**src/rtl/seg7_pkg.sv**
```systemverilog
// Shared constants, hex-to-segment table and digit type for the 4-digit
// 7-segment scan driver.
package seg7_pkg;

  typedef logic [3:0] digit_t;

  localparam logic [6:0] SEG7_OFF = 7'h7F;
  localparam logic [3:0] AN_OFF   = 4'b1111;

  // Active-low a..g patterns; element [k] is the pattern for code k (F first, 0 last).
  localparam logic [15:0][6:0] HEX7_TABLE = {
    7'h0E, 7'h06, 7'h21, 7'h46, 7'h03, 7'h08, 7'h10, 7'h00,
    7'h78, 7'h02, 7'h12, 7'h19, 7'h30, 7'h24, 7'h79, 7'h40
  };

  // Marks digits 3..1 that belong to an all-zero, no-decimal-point leading run.
  function automatic logic [3:0] lz_mask(input logic [15:0] d, input logic [3:0] dps);
    logic [3:0] m;
    logic       run;
    m   = 4'b0000;
    run = 1'b1;
    for (int i = 3; i >= 1; i--) begin
      run  = run && (d[4*i +: 4] == 4'h0) && !dps[i];
      m[i] = run;
    end
    return m;
  endfunction

endpackage

```
**src/rtl/hex_to_seg7.sv**
```systemverilog
// Combinational 4-bit code to active-low 7-segment (a..g = bit 0..6) decoder.
module hex_to_seg7
  import seg7_pkg::*;
(
  input  digit_t     code,
  output logic [6:0] seg
);

  assign seg = HEX7_TABLE[code];

endmodule

```
**src/rtl/seg7_scan_driver.sv**
```systemverilog
// Time-multiplexed 4-digit 7-segment driver with per-frame snapshot and guard interval.
// Optional build macro: SEG7_LZ_BLANK_EN (leading-zero suppression folded into the blank mask).
module seg7_scan_driver
  import seg7_pkg::*;
#(
  parameter int REFRESH_DIV = 100000,
  parameter int GUARD       = 2
) (
  input  logic        clk,
  input  logic        reset,
  input  logic        enable,
  input  logic [15:0] digits,
  input  logic [3:0]  dp_in,
  input  logic [3:0]  blank_in,
  output logic [6:0]  seg,
  output logic        dp,
  output logic [3:0]  an,
  output logic [1:0]  digit_idx,
  output logic        scan_tick
);

  localparam int CNT_W = $clog2(REFRESH_DIV);

  logic [CNT_W-1:0] cnt;
  logic [1:0]       idx;
  logic [15:0]      snap;
  logic [3:0]       snap_dp;
  logic [3:0]       snap_blank;

  logic       at_last;
  logic       load_snap;
  logic       dark;
  logic [3:0] new_blank;
  digit_t     sel_code;
  logic [6:0] sel_seg;

  assign at_last   = (cnt == CNT_W'(REFRESH_DIV - 1));
  assign load_snap = enable && (cnt == '0) && (idx == 2'd0);
  assign dark      = !enable || (cnt < CNT_W'(GUARD)) || snap_blank[idx];
  assign sel_code  = snap[4*idx +: 4];
  assign digit_idx = idx;

`ifdef SEG7_LZ_BLANK_EN
  assign new_blank = blank_in | lz_mask(digits, dp_in);
`else
  assign new_blank = blank_in;
`endif

  hex_to_seg7 u_hex (
    .code (sel_code),
    .seg  (sel_seg)
  );

  // Outputs reflect the pre-edge state, so an/seg/dp always move together.
  always_ff @(posedge clk) begin
    if (reset) begin
      cnt        <= '0;
      idx        <= 2'd0;
      snap       <= 16'h0000;
      snap_dp    <= 4'b0000;
      snap_blank <= 4'b0000;
      an         <= AN_OFF;
      seg        <= SEG7_OFF;
      dp         <= 1'b1;
      scan_tick  <= 1'b0;
    end else begin
      scan_tick <= enable && at_last;
      if (enable) begin
        if (at_last) begin
          cnt <= '0;
          idx <= idx + 2'd1;
        end else begin
          cnt <= cnt + CNT_W'(1);
        end
        if (load_snap) begin
          snap       <= digits;
          snap_dp    <= dp_in;
          snap_blank <= new_blank;
        end
      end
      if (dark) begin
        an  <= AN_OFF;
        seg <= SEG7_OFF;
        dp  <= 1'b1;
      end else begin
        an  <= ~(4'b0001 << idx);
        seg <= sel_seg;
        dp  <= ~snap_dp[idx];
      end
    end
  end

endmodule

```
**config.mk**
```make
export PLATFORM = sky130hd
export DESIGN_NAME = seg7_scan_driver
export DESIGN_NICKNAME = d
export VERILOG_FILES = /design/src/rtl/seg7_pkg.sv /design/src/rtl/hex_to_seg7.sv /design/src/rtl/seg7_scan_driver.sv
export SDC_FILE = /design/constraint.sdc
export NUM_CORES = 1
export LEC_CHECK = 0
export CAP_MARGIN = 40
export CORE_MARGIN = 2
export CORE_UTILIZATION = 58
export DETAILED_ROUTE_END_ITERATION = 6
export PLACE_DENSITY = 0.85
export SYNTH_ARGS = -nofsm -noshare
export SYNTH_HDL_FRONTEND = slang
export SYNTH_SLANG_ARGS = --single-unit
```
**constraint.sdc**
```tcl
create_clock -name clk -period 3.5 [get_ports clk]
set_input_delay 0.525 -clock clk [delete_from_list [all_inputs] [get_ports clk]]
set_output_delay 0.525 -clock clk [all_outputs]
set_load 0.05 [all_outputs]
```
==> reports/qor.csv <==
metric,value,unit
total power,1280,uW
Max Slew Vio Count,0,
CTS sink count,56,
status,completed,
"Design Area, Final",0.00323,sq mm
CP required,3.70,ns
worst-path fanout max,11,
pwr/cell area,396,mW/mm^2
drt wl/cell,15.0,microns
total core area,0.00444,sq mm
fin crit share,70.6,%
peak supply drop,0.000293,V
CTS tree,done,
Simple-Gate Fraction of Synth Area,19.5,%
final hold violation count,0,
Post-route DRC,0,
crit-path cells,mux4_1 -> inv_1 -> ha_1 -> inv_1 -> mux4_2 -> nand2b_1,
Post-CTS Hold Buffers,0,
maximum clock path buffer count,2,
Vias/cell,6.10,
Crit path max-delay family,multiplexers,
row cnt,24,
CTS buffer count,5,
final setup vio count,0,
Worst EP arrival,2.67,ns
Area Growth Syn to Fin,18.9,%
WS Path Type,register to register,
Via Count,2319,
post-place instance area,0.00311,sq mm
Slew Limit Headroom,40.5,%
Worst path slowest cell,mux4_1,
Die Ht,72.5,microns
"Buf+Inv Stages, Crit Path",2,
GRT Residual Overflow,0,
share of post-route cells with drive strength above 1,5.49,%
HPWL Detailed,3860,microns
# diodes,0,
Yosys top cell area share,41.3,%
die width,72.5,microns
vias in the first global route,2068,
top post-synthesis cells by area,"dfxtp_1, a21oi_1, ha_1",
"Distinct cells, synth",35,
Clock Skew,0.0122,ns
post-synthesis xor/xnor area fraction,4.83,%
Port Buf Inserts,41,
crit start category,register,
Fin Hold WS,0.477,ns
fmax,405,MHz
post-synthesis average cell area,9.12,sq um
Final nets,366,
"Reg clk slew, reported paths",0.10,ns
drt pass-1 iters,5,
max cap viols,0,
Crit. End Element,register,
Synth area leader,dfxtp_1,
Slew @ Worst Pin,0.892,ns
cts repair resizes,0,
main combinational cell family by area after synthesis,simple AND/OR/NAND/NOR gates,
Setup TNS,0,ns
synthesized cell area,0.00272,sq mm
Static Leak,0.00115,uW
"Top cell by count, worst path",inv_1,
DR iter-0 viols,182,
starting density of the core,61.1,%
Filler Cells Inserted,347,
Ys Warns,0,
Final Core Density,72.7,%
post-synthesis mux area share,9.35,%
Die ar.,0.00525,sq mm
adder-cell share of the synthesized area,5.52,%
Compound-Gate Fraction of Synth Area,14.7,%
Mapped Cells,298,
sequential fraction of the synthesis area,41.3,%
number of synthesized register bits,56,
routed wire length,5720,microns
Root Driver,clkbuf_8,
antenna-violating nets left,0,
crit-path max cell delay,0.74,ns
global-route wire length before repair,9580,microns
HP Class,register to register,
initial antenna violation count,0,
All-Layer GR Usage,23.3,%
pin count of the biggest net entering global routing,33,
"Setup Fix Bufs, Post-CTS",0,
Max H-tree Level,2,
clock latency at the later pin of the worst-skew pair,0.31,ns
RSZ-0062 raised after global routing,false,
min cycle time layout,2.47,ns
I/O Pins,42,
Syn Nets,337,
GP Congestion,0.783,
==> power by group <==
part / switching, uW / internal [uW] / leakage, uW / total, uW
registers: 17.5 / 662 / 0.000456 / 679
clock network: 208 / 234 / 0.0000614 / 442
logic: 80.4 / 79.0 / 0.000629 / 159
total: 306 / 975 / 0.00115 / 1280
==> path summary, 6_finish.rpt <==
kind | startpoint | endpoint | slack (ns) | depth (start not counted)
max | digit_idx[0]$_SDFFE_PP0P_ | seg[3]$_SDFF_PP1_ | 1.03 | 6
min | snap_blank[1]$_SDFFE_PP0P_ | snap_blank[1]$_SDFFE_PP0P_ | 0.48 | 2
max reg2reg | digit_idx[0]$_SDFFE_PP0P_ | seg[3]$_SDFF_PP1_ | 1.03 | 6
min reg2reg | snap_blank[1]$_SDFFE_PP0P_ | snap_blank[1]$_SDFFE_PP0P_ | 0.48 | 2
==> stage by stage <==
| step | setup slack, ns | std cells |
|---|---|---|
| finish | 1.03 | 380 |
| global route | 0.862 | 380 |
| CTS | 1.02 | 380 |
| detailed placement | 0.985 | 372 |
| global placement | 1.02 | 372 |
| floorplan | 1.00 | 298 |
==> layout make-up <==
| cell class | instances | area (sq um) | share of cell area, % |
|---|---|---|---|
| clock buffers | 6 | 82.6 | 2.56 |
| clock inverters | 2 | 38.8 | 1.20 |
| inverters | 7 | 26.3 | 0.813 |
| multi-input cells | 213 | 1460 | 45.3 |
| flip-flops and latches | 56 | 1120 | 34.7 |
| well taps | 52 | 65.1 | 2.01 |
| repair buffers | 44 | 433 | 13.4 |
==> layout by cell type (no fill, tap or decap), types with 6 or more instances in the layout <==
cell type,instances
dfxtp_1,56
clkdlybuf4s50_1,41
a21oi_1,32
nand3_1,30
o21ai_0,30
nand2_1,18
nor2_1,12
ha_1,12
xor2_1,11
nand4_1,10
inv_1,7
nand2b_1,6
clkbuf_8,6
==> tightest hold or removal path, cell delays in order, from the launching register on <==
cell and delay [ns]:
dfxtp_1 0.32, o21ai_0 0.06, a21oi_1 0.06
==> per-layer routing <==
metal  global-route usage, %  wire [microns]
met5                       0               0
met4                    5.56              65
met3                    4.72             319
met2                    38.2            2790
met1                    31.8            2540
==> Yosys cell counts, drive strengths merged <==
library cell / n
dfxtp: 56
a21oi: 32
nand3: 30
o21ai: 30
nand2: 18
clkbuf: 13
ha: 12
nor2: 12
xor2: 11
nand4: 10
buf: 9
mux4: 9
inv: 7
nand2b: 6
and4: 4
nor3: 4
nor4: 4
or3: 4
xnor2: 4
and2: 3
and3: 3
o211ai: 3
o311ai: 3
mux2: 2
o221ai: 2
mux2i: 1
nor3b: 1
o21a: 1
o21bai: 1
o31ai: 1
or3b: 1
or4: 1
==> flip-flops by register name, summed over array words and instances (netlist names), 2 cells and up <==
name / flops
cnt: 17
snap: 16
seg: 7
an: 4
snap_blank: 4
snap_dp: 4
digit_idx: 2
==> cells by family after synthesis <==
logic type / after synthesis
flip-flops: 56
XOR/XNOR: 15
multiplexers: 12
AND/OR/NAND/NOR: 101
AO/OA/AOI/OAI: 73
buffers and inverters: 29
adder cells (fa/ha/maj): 12
Note: power is estimated with default switching activity, not from simulation.
